===== src/rtl/mem_access_sequencer_pkg.sv =====
// Shared encodings and helpers for the load/store sequencer: access sizes,
// FSM state codes, alignment rule and byte-enable generation.
package mem_access_sequencer_pkg;

  localparam logic [1:0] SZ_BYTE = 2'b00;
  localparam logic [1:0] SZ_HALF = 2'b01;
  localparam logic [1:0] SZ_WORD = 2'b10;

  typedef enum logic [1:0] {
    ST_IDLE = 2'd0,
    ST_BUSY = 2'd1,
    ST_RESP = 2'd2
  } state_e;

  // Encoding 2'b11 falls through to the word rules everywhere.
  function automatic logic is_aligned(input logic [1:0] size, input logic [1:0] off);
    if (size == SZ_BYTE) return 1'b1;
    if (size == SZ_HALF) return ~off[0];
    return off == 2'b00;
  endfunction

  function automatic logic [3:0] byte_enables(input logic [1:0] size, input logic [1:0] off);
    case (size)
      SZ_BYTE: return 4'b0001 << off;
      SZ_HALF: return off[1] ? 4'b1100 : 4'b0011;
      default: return 4'b1111;
    endcase
  endfunction

  function automatic logic is_word(input logic [1:0] size);
    return (size == SZ_WORD) || (size == 2'b11);
  endfunction

endpackage


===== src/rtl/mem_access_sequencer_if.sv =====
// Single-port data bus seen by the sequencer: request/ack handshake plus
// word-aligned address, byte enables and data in both directions.
interface mem_access_sequencer_if;
  logic        bus_req;
  logic        bus_we;
  logic [31:0] bus_addr;
  logic [3:0]  bus_be;
  logic [31:0] bus_wdata;
  logic        bus_ack;
  logic [31:0] bus_rdata;

  modport master (
    output bus_req, bus_we, bus_addr, bus_be, bus_wdata,
    input  bus_ack, bus_rdata
  );

  modport slave (
    input  bus_req, bus_we, bus_addr, bus_be, bus_wdata,
    output bus_ack, bus_rdata
  );
endinterface


===== src/rtl/mem_access_sequencer_lane_align.sv =====
// Combinational byte-lane steering: store side builds enables and replicated
// write data, load side extracts and extends the addressed bytes.
module mem_access_sequencer_lane_align
  import mem_access_sequencer_pkg::*;
(
  input  logic [1:0]  st_size_i,
  input  logic [1:0]  st_off_i,
  input  logic [31:0] store_data_i,
  output logic [3:0]  be_o,
  output logic [31:0] wdata_o,
  input  logic [1:0]  ld_size_i,
  input  logic [1:0]  ld_off_i,
  input  logic        sign_ext_i,
  input  logic [31:0] rdata_i,
  output logic [31:0] ldata_o
);

  logic [3:0][7:0]  wlane;
  logic [3:0][7:0]  rbyte;
  logic [1:0][15:0] rhalf;
  logic [7:0]       sel_byte;
  logic [15:0]      sel_half;

  assign be_o = byte_enables(st_size_i, st_off_i);

  // Each lane carries the low byte/half of the source so the enables pick the slot.
  for (genvar gi = 0; gi < 4; gi++) begin : g_wlane
    assign wlane[gi] = (st_size_i == SZ_BYTE) ? store_data_i[7:0] :
                       (st_size_i == SZ_HALF) ? store_data_i[8*(gi%2) +: 8] :
                                                store_data_i[8*gi +: 8];
  end
  assign wdata_o = wlane;

  assign rbyte    = rdata_i;
  assign rhalf    = rdata_i;
  assign sel_byte = rbyte[ld_off_i];
  assign sel_half = rhalf[ld_off_i[1]];

  always_comb begin
    ldata_o = rdata_i;
    if (!is_word(ld_size_i)) begin
      if (ld_size_i == SZ_BYTE)
        ldata_o = {{24{sign_ext_i & sel_byte[7]}}, sel_byte};
      else
        ldata_o = {{16{sign_ext_i & sel_half[15]}}, sel_half};
    end
  end

endmodule


===== src/rtl/mem_access_sequencer.sv =====
// Load/store sequencer between the ALU state stage and a req/ack data bus:
// accepts one aligned op at a time, stalls upstream, returns aligned load data.
module mem_access_sequencer
  import mem_access_sequencer_pkg::*;
#(
  parameter int TIMEOUT = 255,
  parameter int TO_W    = 8
) (
  input  logic        clk,
  input  logic        rst_n,
  input  logic        issue_valid,
  input  logic        load,
  input  logic        store,
  input  logic [1:0]  size,
  input  logic        sign_ext,
  input  logic [31:0] mem_address,
  input  logic [31:0] store_data,
  input  logic [4:0]  rd_in,
  input  logic        flush,
  mem_access_sequencer_if.master bus,
  output logic        stall,
  output logic        wb_valid,
  output logic [31:0] wb_data,
  output logic [4:0]  wb_rd,
  output logic        exc_misalign,
  output logic        exc_timeout
);

  state_e          state_q, state_d;
  logic [29:0]     addr_q;
  logic [3:0]      be_q;
  logic [31:0]     wdata_q;
  logic            we_q;
  logic [4:0]      rd_q;
  logic [1:0]      size_q;
  logic [1:0]      off_q;
  logic            sext_q;
  logic [TO_W-1:0] cnt_q, cnt_d;
  logic            kill_q, kill_d;
  logic            wb_pend_q, wb_pend_d;
  logic [31:0]     wb_data_q, wb_data_d;
  logic [4:0]      wb_rd_q, wb_rd_d;
  logic            exc_mis_q, exc_mis_d;
  logic            exc_to_q, exc_to_d;

  logic            candidate;
  logic            aligned;
  logic            accept;
  logic            busy;
  logic            ack;
  logic            timed_out;
  logic [3:0]      st_be;
  logic [31:0]     st_wdata;
  logic [31:0]     ld_data;

  assign candidate = (state_q == ST_IDLE) & issue_valid & (load ^ store) & ~flush;
  assign aligned   = is_aligned(size, mem_address[1:0]);
  assign accept    = candidate & aligned;
  assign busy      = (state_q == ST_BUSY);
  assign ack       = bus.bus_ack;
  // An ack arriving on the last allowed cycle still completes the transfer.
  assign timed_out = busy & ~ack & (cnt_q == TO_W'(TIMEOUT));

  mem_access_sequencer_lane_align u_align (
    .st_size_i    (size),
    .st_off_i     (mem_address[1:0]),
    .store_data_i (store_data),
    .be_o         (st_be),
    .wdata_o      (st_wdata),
    .ld_size_i    (size_q),
    .ld_off_i     (off_q),
    .sign_ext_i   (sext_q),
    .rdata_i      (bus.bus_rdata),
    .ldata_o      (ld_data)
  );

  always_ff @(posedge clk or negedge rst_n) begin
    if (!rst_n) state_q <= ST_IDLE;
    else        state_q <= state_d;
  end

  always_comb begin
    state_d = state_q;
    case (state_q)
      ST_IDLE: if (accept) state_d = ST_BUSY;
      ST_BUSY: if (ack || timed_out) state_d = ST_RESP;
      ST_RESP: state_d = ST_IDLE;
      default: state_d = ST_IDLE;
    endcase
  end

  always_comb begin
    bus.bus_req = busy;
    stall       = accept | busy;
    wb_valid    = (state_q == ST_RESP) & wb_pend_q & ~flush;
  end

  assign bus.bus_addr  = {addr_q, 2'b00};
  assign bus.bus_be    = be_q;
  assign bus.bus_wdata = wdata_q;
  assign bus.bus_we    = we_q;
  assign wb_data       = wb_data_q;
  assign wb_rd         = wb_rd_q;
  assign exc_misalign  = exc_mis_q;
  assign exc_timeout   = exc_to_q;

  // Flush during BUSY cannot abort the bus cycle, so it is remembered in kill_q.
  always_comb begin
    cnt_d     = cnt_q;
    kill_d    = kill_q;
    wb_data_d = wb_data_q;
    wb_rd_d   = wb_rd_q;
    if (accept) begin
      cnt_d  = '0;
      kill_d = 1'b0;
    end else if (busy) begin
      if (cnt_q != {TO_W{1'b1}}) cnt_d = cnt_q + 1'b1;
      if (flush) kill_d = 1'b1;
    end
    wb_pend_d = busy & ack & ~we_q & ~kill_q & ~flush;
    if (busy && ack && !we_q) begin
      wb_data_d = ld_data;
      wb_rd_d   = rd_q;
    end
    exc_mis_d = candidate & ~aligned;
    exc_to_d  = timed_out;
  end

  always_ff @(posedge clk or negedge rst_n) begin
    if (!rst_n) begin
      addr_q    <= '0;
      be_q      <= '0;
      wdata_q   <= '0;
      we_q      <= 1'b0;
      rd_q      <= '0;
      size_q    <= '0;
      off_q     <= '0;
      sext_q    <= 1'b0;
      cnt_q     <= '0;
      kill_q    <= 1'b0;
      wb_pend_q <= 1'b0;
      wb_data_q <= '0;
      wb_rd_q   <= '0;
      exc_mis_q <= 1'b0;
      exc_to_q  <= 1'b0;
    end else begin
      if (accept) begin
        addr_q  <= mem_address[31:2];
        be_q    <= st_be;
        wdata_q <= st_wdata;
        we_q    <= store;
        rd_q    <= rd_in;
        size_q  <= size;
        off_q   <= mem_address[1:0];
        sext_q  <= sign_ext;
      end
      cnt_q     <= cnt_d;
      kill_q    <= kill_d;
      wb_pend_q <= wb_pend_d;
      wb_data_q <= wb_data_d;
      wb_rd_q   <= wb_rd_d;
      exc_mis_q <= exc_mis_d;
      exc_to_q  <= exc_to_d;
    end
  end

endmodule


===== src/flat_wrapper.sv =====
// flat-port wrapper written by rule: the top's interface ports become plain ports
module mem_access_sequencer_flat import mem_access_sequencer_pkg::*;
#(
  parameter int TIMEOUT = 255,
  parameter int TO_W    = 8
)
  (clk, rst_n, issue_valid, load, store, size, sign_ext, mem_address, store_data, rd_in, flush, stall, wb_valid, wb_data, wb_rd, exc_misalign, exc_timeout, bus_bus_req, bus_bus_we, bus_bus_addr, bus_bus_be, bus_bus_wdata, bus_bus_ack, bus_bus_rdata);
  mem_access_sequencer_if bus_i ();
  input  logic clk;
  input  logic rst_n;
  input  logic issue_valid;
  input  logic load;
  input  logic store;
  input  logic [1:0] size;
  input  logic sign_ext;
  input  logic [31:0] mem_address;
  input  logic [31:0] store_data;
  input  logic [4:0] rd_in;
  input  logic flush;
  output logic stall;
  output logic wb_valid;
  output logic [31:0] wb_data;
  output logic [4:0] wb_rd;
  output logic exc_misalign;
  output logic exc_timeout;
  output wire logic [$bits(bus_i.bus_req)-1:0] bus_bus_req;
  output wire logic [$bits(bus_i.bus_we)-1:0] bus_bus_we;
  output wire logic [$bits(bus_i.bus_addr)-1:0] bus_bus_addr;
  output wire logic [$bits(bus_i.bus_be)-1:0] bus_bus_be;
  output wire logic [$bits(bus_i.bus_wdata)-1:0] bus_bus_wdata;
  input wire logic [$bits(bus_i.bus_ack)-1:0] bus_bus_ack;
  input wire logic [$bits(bus_i.bus_rdata)-1:0] bus_bus_rdata;
  assign bus_bus_req = bus_i.bus_req;
  assign bus_bus_we = bus_i.bus_we;
  assign bus_bus_addr = bus_i.bus_addr;
  assign bus_bus_be = bus_i.bus_be;
  assign bus_bus_wdata = bus_i.bus_wdata;
  assign bus_i.bus_ack = bus_bus_ack;
  assign bus_i.bus_rdata = bus_bus_rdata;
  mem_access_sequencer #(.TIMEOUT(TIMEOUT), .TO_W(TO_W)) u_core (.clk(clk), .rst_n(rst_n), .issue_valid(issue_valid), .load(load), .store(store), .size(size), .sign_ext(sign_ext), .mem_address(mem_address), .store_data(store_data), .rd_in(rd_in), .flush(flush), .bus(bus_i), .stall(stall), .wb_valid(wb_valid), .wb_data(wb_data), .wb_rd(wb_rd), .exc_misalign(exc_misalign), .exc_timeout(exc_timeout));
endmodule

===== config.mk =====
export PLATFORM = sky130hd
export DESIGN_NAME = mem_access_sequencer_flat
export DESIGN_NICKNAME = d
export VERILOG_FILES = /design/src/rtl/mem_access_sequencer_pkg.sv /design/src/rtl/mem_access_sequencer_if.sv /design/src/rtl/mem_access_sequencer_lane_align.sv /design/src/rtl/mem_access_sequencer.sv /design/src/flat_wrapper.sv
export SDC_FILE = /design/constraint.sdc
export NUM_CORES = 1
export LEC_CHECK = 0
export BUFFER_PORTS_ARGS = -buffer_cell sky130_fd_sc_hd__buf_2
export CORE_AREA = 2 2 90 136
export CTS_BUF_LIST = sky130_fd_sc_hd__clkbuf_8 sky130_fd_sc_hd__clkbuf_16
export CTS_CLUSTER_SIZE = 40
export DETAILED_ROUTE_END_ITERATION = 6
export DIE_AREA = 0 0 92 138
export PLACE_DENSITY = 0.85
export SLEW_MARGIN = 20
export SYNTH_ARGS = -nofsm -noshare
export SYNTH_HDL_FRONTEND = slang
export SYNTH_SLANG_ARGS = --single-unit

===== constraint.sdc =====
create_clock -name clk -period 5 [get_ports clk]
set_input_delay 0.25 -clock clk [delete_from_list [all_inputs] [get_ports clk]]
set_output_delay 0.25 -clock clk [all_outputs]
set_load 0.03 [all_outputs]

==> results.md, run 1 <==
- Status: finished clean
- Ys Warns: 0
- DR iter-0 viols: 287
- Top cell type's share of synthesized area: 52.58%
- PostCTS Resize Cnt: 0
- CTS tree: yes
- CTS Buf Count: 17
- Area of the multi-input gates: 0.002624 mm²
- GRT Util Overall: 25.98%
- Vias in the first global route: 5143
- CP Max Fanout: 33
- Buffer count from post-CTS setup fixing: 0
- Non-Filler Instances: 925
- Hold_buf cts: 0
- Post-synth EDFFs: 0
- Placed Cells: 893
- Post-Route Skew: 0.01241 ns
- Area post-placement: 0.007203 mm²
- I/O Pins: 222
- Share of cells above drive strength 1: 41.84%
- Crit path launch type: input port
- Critical Path Max Stage Delay: 0.89 ns
- Root Driver: clkbuf_16
- DRC: 0
- Antenna violations before repair: 0
- Family with the most delay on the worst path: simple AND/OR/NAND/NOR gates
- Yosys reg bits: 128
- Final Critical Period: 2.520 ns
- Critical path endpoint category: primary output
- Detailed Place HPWL: 11.93 mm
- Final period util: 50.40%
- FILL cells: 922
- H-tree depth: 4
- Sequential area share after synthesis: 52.58%
- Max Freq: 396.9 MHz
- WP data required: 4.75 ns
- Count of unique library cells instantiated by Yosys: 50
- Max Cap Viol: 0
- First-pass GRT wire length: 25.88 mm
- Full die area: 0.01270 mm²
- Grt ovf: 0
- Post-layout nets: 871
- Syn Std Cell Area: 0.006092 mm²
- CP dominant cell by count: buf_2
- CP Buf/Inv Count: 3
- Unrepaired setup endpoints after global routing: false
- Synth area leader: dfrtp_1
- Die height: 138 µm
- Leakage: 4.059 nW
- Worst path slowest cell: nor2_1
- Worst-path clk slew: 0.05 ns
- Slew @ Worst Pin: 1.049 ns
- CP arrival: 2.27 ns
- Sequential cell area: 0.003203 mm²
- Area contributors post-synth: dfrtp_1 53%, mux2_4 12%, nand2_1 4.9%
- Synth async-reset ratio: 100.0%
- Post-route cell area: 0.007769 mm²
- Total number of vias: 5094
- WS Path Type: input port to primary output
- Cells after synthesis: 553
- FF-to-FF setup slack: 2.68 ns
- P per Cell Area: 568.3 mW/mm²
- Site row count: 49
- Clk Latency, worst-skew pair: 0.41 ns
- Hold crit path type: input port to async pin
- GP Congestion: 0.8373
- Vias per cell: 5.507
- Antenna fix cells: 0
- Area grow syn2layout: 27.52%
- Fin. max-slew vios: 0
- I/O Buffers: 219
- Routed Antenna Nets: 0
- Setup TNS: 0 ns
- Fin. Hold Viols: 0
- Setup WS post-layout: 2.480 ns
- Clock buffer depth: 2
- Die width: 92 µm
- DRT Pass-1 Iters: 5
- Peak VDD IR: 0.2934 mV
- WL final: 16.29 mm
- CP Cell Sequence: buf_2, nor2_1, o2111ai_4, buf_4, nand2_1, buf_2
- Largest net degree at the start of global routing: 80
- Routed len/inst: 17.61 µm
- Setup-failing EPs final: 0
- Mapped Avg Cell Area: 11.02 µm²
- WHS: 0.007137 ns
- Synth Flop Type: dfrtp_1
- Pre-CTS WS: 2.218 ns
- Clock Sinks: 128
- Initial Utilization: 52.30%
- Relative slew slack: 29.82%
- Core area: 0.01165 mm²
==> path summary, 6_finish.rpt <==
| path | startpoint | end | depth (start not counted) |
|---|---|---|---|
| max | size[1] | stall | 6 |
| min | rst_n | u_core.wb_data[27]$_DFFE_PN0P_ | 1 |
| max reg2reg | u_core.off_q[1]$_DFFE_PN0P_ | u_core.wb_data[22]$_DFFE_PN0P_ | 3 |
| min reg2reg | u_core.kill_q$_DFFE_PN0P_ | u_core.wb_pend_q$_DFF_PN0_ | 1 |
| max in group asynchronous | rst_n | u_core.cnt_q[3]$_DFFE_PN0P_ | 2 |
| min in group clk | bus_bus_ack | u_core.exc_timeout$_DFF_PN0_ | 2 |
==> layer usage <==
metal	routed length [µm]	vias up	track usage, %
met1	5964	2431	28.79
met3	1312	40	7.684
li1	-	2357	-
met4	587	0	11.31
met5	0	-	0
met2	8421	266	45.78
==> cells in the mapped netlist, types with 2 or more instances <==
master / number
a21oi_1: 26
a31oi_1: 15
and3_1: 7
buf_2: 11
buf_4: 2
buf_6: 8
clkbuf_1: 17
dfrtp_1: 128
inv_1: 11
mux2_2: 8
mux2_4: 48
mux2i_1: 25
nand2_1: 79
nand2b_1: 2
nand3_1: 46
nor2_1: 23
nor3_1: 6
nor4_1: 2
o211ai_1: 3
o21ai_0: 38
o21ai_1: 6
o31a_1: 2
o31ai_1: 3
or2_2: 2
or3_1: 9
xor2_1: 2
==> final cells by class <==
class,count,area share [%]
multi-input combinational,376,33.77
inverter,11,0.5315
clock buffer,19,5.830
tap,153,2.464
clock inverter,13,1.450
sequential,128,41.23
timing repair buffer,225,14.72
==> flip-flops by register name, indices dropped and copies added, names as in the netlist <==
| name | flops |
|---|---|
| u_core.bus.bus_wdata | 32 |
| u_core.wb_data | 32 |
| u_core.exc_misalign | 1 |
| u_core.state_q | 2 |
| u_core.rd_q | 5 |
| u_core.bus.bus_we | 1 |
| u_core.exc_timeout | 1 |
| u_core.sext_q | 1 |
| u_core.kill_q | 1 |
| u_core.bus.bus_be | 4 |
| u_core.wb_pend_q | 1 |
| u_core.cnt_q | 8 |
| u_core.addr_q | 30 |
| u_core.off_q | 2 |
| u_core.size_q | 2 |
| u_core.wb_rd | 5 |
==> worst register-to-register path: cells and delay by family, from the launching register on <==
kind,cells,cell delay (ns)
AOI/OAI and AO/OA,1,0.66
DFF,1,0.84
muxes,1,0.47
and+or+nand+nor,1,0.18
==> power by group <==
part | total (mW) | internal [mW] | switching (mW)
clock | 1.17 | 0.709 | 0.465
sequential | 1.63 | 1.38 | 0.251
combinational | 1.61 | 0.555 | 1.06
==> stage by stage <==
stage | util [%] | power (mW)
final | 66.69 | 4.415
after global routing | 66.69 | 4.631
after CTS | 66.69 | 4.443
after detailed placement | 61.84 | 3.256
after global placement | 61.84 | 3.185
after floorplan | - | 2.712
==> cells by family (layout without fill, tap and decap cells) <==
family | Yosys count | count (layout) | synth area share, %
mux | 81 | 81 | 17.42
flops | 128 | 128 | 52.58
other cells | 1 | 2 | 0.06156
xor+xnor | 3 | 3 | 0.4314
compound gates | 105 | 105 | 10.58
buf+inv | 50 | 268 | 4.416
fa+ha+maj | 1 | 1 | 0.2053
simple gates | 184 | 184 | 14.31
==> placed cells by master (no fill, tap or decap), types with 2 or more instances in the layout <==
cell and n:
a31oi_1 15, mux2i_1 25, inv_1 11, o21ai_0 38, xor2_1 2, nand2b_1 2, nor2_1 23, nand3_1 46
o31a_1 2, and3_1 7, nand2_1 79, dfrtp_1 128, mux2_2 8, or3_1 9, a21oi_1 26, conb_1 2
o211ai_1 3, mux2_4 48, clkinv_4 2, o31ai_1 3, nor4_1 2, nor3_1 6, buf_2 218, or2_2 2
clkinvlp_4 3, inv_6 2, o21ai_1 6, clkbuf_8 2, clkbuf_16 17, clkinv_2 5, buf_4 7
Power figures use the tool's default switching activity.
==> run 2, diff against run 1 <==
- CORE_AREA: 2 2 90 136 -> 2 2 99 148
- DIE_AREA: 0 0 92 138 -> 0 0 101 150
- PLACE_DENSITY: 0.85 -> 0.75
- clock period: 5 -> 2.15 ns (I/O delays scaled with it)
==> run 2 against run 1 <==
Against the previous run: clock skew hardly changed; core utilization shrank 4.8 points; global-route usage fell by 2.2 points; setup slack got worse by 2.4 ns; sequential power up 130%; sequential cell count unchanged; final cell count rose by 9.7%; critical endpoint unchanged; largest cell class unchanged.
==> results.md, run 2 (synthesis results as in run 1) <==
- I/O Buffers: 219 (unchanged)
- CP arrival: 1.94 ns (-0.33 ns)
- Met3 GRT Util: 6.072% (-1.6 points)
- GP Congestion: 0.9730 (+16%)
- Slew @ Worst Pin: 0.6043 ns (-0.4446 ns)
- Setup TNS: 0 ns (unchanged)
- Fin. max-slew vios: 0 (unchanged)
- WHS: 0.007609 ns (+0.0004725 ns)
- First-pass GRT wire length: 28.15 mm (+8.7%)
- Area grow syn2layout: 41.53%
- Busiest grt layer: met2
- Fin. Hold Viols: 0 (unchanged)
- Max Cap Viol: 0 (unchanged)
- Die height: 150 µm (+8.7%)
- Final period util: 95.39%
- Routed len/inst: 17.35 µm (-1.4%)
- Die width: 101 µm (+9.8%)
- Hold_sp: store_data[23]
- Hold Path Stages: 3
- Total number of vias: 5336 (+4.8%)
- H-tree depth: 4 (unchanged)
- Unrepaired setup endpoints after global routing: false
- DRC: 0 (unchanged)
- Detailed Place HPWL: 12.25 mm (+2.6%)
- Relative slew slack: 59.58% (+30 points)
- Initial Utilization: 43.75% (-8.6 points)
- Core area: 0.01393 mm² (+20%)
- Worst path slowest cell: dfrtp_1
- Hold crit path type: input port to flop
- Largest net degree at the start of global routing: 84 (+5.0%)
- Setup-failing EPs final: 0 (unchanged)
- Share of cells above drive strength 1: 39.58% (-2.3 points)
- Max Freq: 487.6 MHz
- FF-to-FF setup slack: 0.31 ns (-2.37 ns)
- Root Driver: clkbuf_16
- Switch share: 39.37% (-0.81 points)
- Sequential share of power: 35.3% (-1.6 points)
- WP data required: 2.04 ns (-2.71 ns)
- Most frequent cells in the layout: 218 x buf_2, 128 x dfrtp_1, 79 x nand2_1
- Internal power: 6.440 mW (+140%)
- Family with the most delay on the worst path: simple AND/OR/NAND/NOR gates
- Post-layout nets: 948 (+8.8%)
- Clock Sinks: 128 (unchanged)
- Routed Antenna Nets: 0 (unchanged)
- CP Max Fanout: 24 (-27%)
- Critical Path Max Stage Delay: 0.43 ns (-0.46 ns)
- Worst r2r dst: u_core.addr_q[18]$_DFFE_PN0P_
- Antenna violations before repair: 1 (+1)
- Worst R2R Path Depth: 4 (+1)
- Worst Hold Path EP: u_core.bus.bus_wdata[23]$_DFFE_PN0P_
- Full die area: 0.01515 mm² (+19%)
- Vias per cell: 5.257 (-4.5%)
- RR Startpoint: u_core.state_q[0]$_DFFE_PN0P_
- WS Path Type: flop to primary output
- Status: finished clean
- Worst-path clk slew: 0.06 ns (about the same)
- Commonest non-fill, non-tap cell in the layout: buf_2
- Peak VDD IR: 0.6734 mV (+130%)
- Site row count: 53 (+8.2%)
- GRT Util Overall: 23.74% (-2.2 points)
- Vias in the first global route: 5565 (+8.2%)
- DRT Pass-1 Iters: 4 (-1)
- WL final: 17.61 mm (+8.2%)
- CTS Buf Count: 17 (unchanged)
- I/O Pins: 222 (unchanged)
- Critical Path Stages: 5 (-1)
- Grt ovf: 0 (unchanged)
- Met1 GRT Util: 27.37% (-1.4 points)
- Crit path launch type: flop
- Post-Route Skew: 0.01225 ns (-0.0001668 ns)
- P per Cell Area: 1232 mW/mm² (+120%)
- CP Cell Sequence: nor4b_4, o2111ai_4, buf_8, nand2_1, buf_2
- CTS tree: yes
- Worst setup path startpoint: u_core.state_q[0]$_DFFE_PN0P_
- Clock buffer depth: 2 (unchanged)
- Combinational power share: 36.7% (+0.2 points)
- Sw Pwr: 4.182 mW (+140%)
- Met2 usage: 40.83% (-4.9 points)
- Critical path endpoint category: primary output
- CP Buf/Inv Count: 2 (-1)
- Power share of the clock group: 28.0% (+1.4 points)
- DR iter-0 viols: 286 (-0.35%)
- Leakage: 4.423 nW (+9.0%)
- Final Critical Period: 2.051 ns
- Clk Latency, worst-skew pair: 0.41 ns (about the same)
## run 2: cell count changes in the layout (fill, tap and decap cells not counted), sizes merged
cell / change
clkinvlp: +1
clkinv: -5
inv: +4
diode: +1
clkbuf: -2
dlygate4sd3: +64
bufinv: +2
buf: +13
## run 2: worst max path at each step
stage / slack, ns / end
after detailed placement: 0.34 / u_core.addr_q[19]$_DFFE_PN0P_
after floorplan: 0.46 / stall
final: 0.1 / stall
after CTS: 0.06 / stall
after global placement: 0.38 / u_core.rd_q[4]$_DFFE_PN0P_
after global routing: 0.007 / stall
## run 2: timing repair
item	CTS	global route
pin swaps	1	1
setup buffers	0	2
endpoints found under the hold margin	103	0
setup endpoints to repair	1	1
hold buffers	64	0
resized for setup	1	2
## run 2: metal layers
metal | vias up | wire length (µm)
met4 | 0 | 635
met2 | 256 | 8969
met3 | 36 | 1296
li1 | 2515 | -
met5 | - | 0
met1 | 2529 | 6714
## run 2: cell type report
class	instances	area [µm²]
fill	1116	5304
sequential	128	3203
multi-input combinational	376	2631
timing repair buffer	302	1927
clock buffer	17	425.4
tap	165	206.4
clock inverter	15	185.2
inverter	11	41.29
antenna	1	2.502
## run 2: tightest hold or removal path, cell delays in order
cell and delay (ns):
buf_2 0.07, mux2i_1 0.05, o21ai_0 0.14
## run 2: power groups by stage
| stage | clock network (mW) | logic (mW) | registers (mW) |
|---|---|---|---|
| global route | 3.13 | 4.19 | 3.85 |
| global placement | 0 | 3.73 | 3.75 |
| floorplan | 0 | 1.25 | 5.06 |
| finish | 2.97 | 3.90 | 3.75 |
| CTS | 3.01 | 3.90 | 3.74 |
| detailed placement | 0 | 3.81 | 3.76 |
## run 2: metrics by stage
| stage | worst slack (ns) | cell area [µm²] | util (%) | power (mW) | instances |
|---|---|---|---|---|---|
| final | 0.09915 | 8622 | 61.91 | 10.62 | 1015 |
| after global routing | 0.006922 | 8620 | 61.90 | 11.16 | 1014 |
| after CTS | 0.05605 | 8593 | 61.71 | 10.65 | 1012 |
| after detailed placement | 0.3358 | 7338 | 52.70 | 7.567 | 916 |
| after global placement | 0.3802 | 7338 | 52.70 | 7.474 | 916 |
| after floorplan | 0.4614 | 6096 | - | 6.308 | 554 |
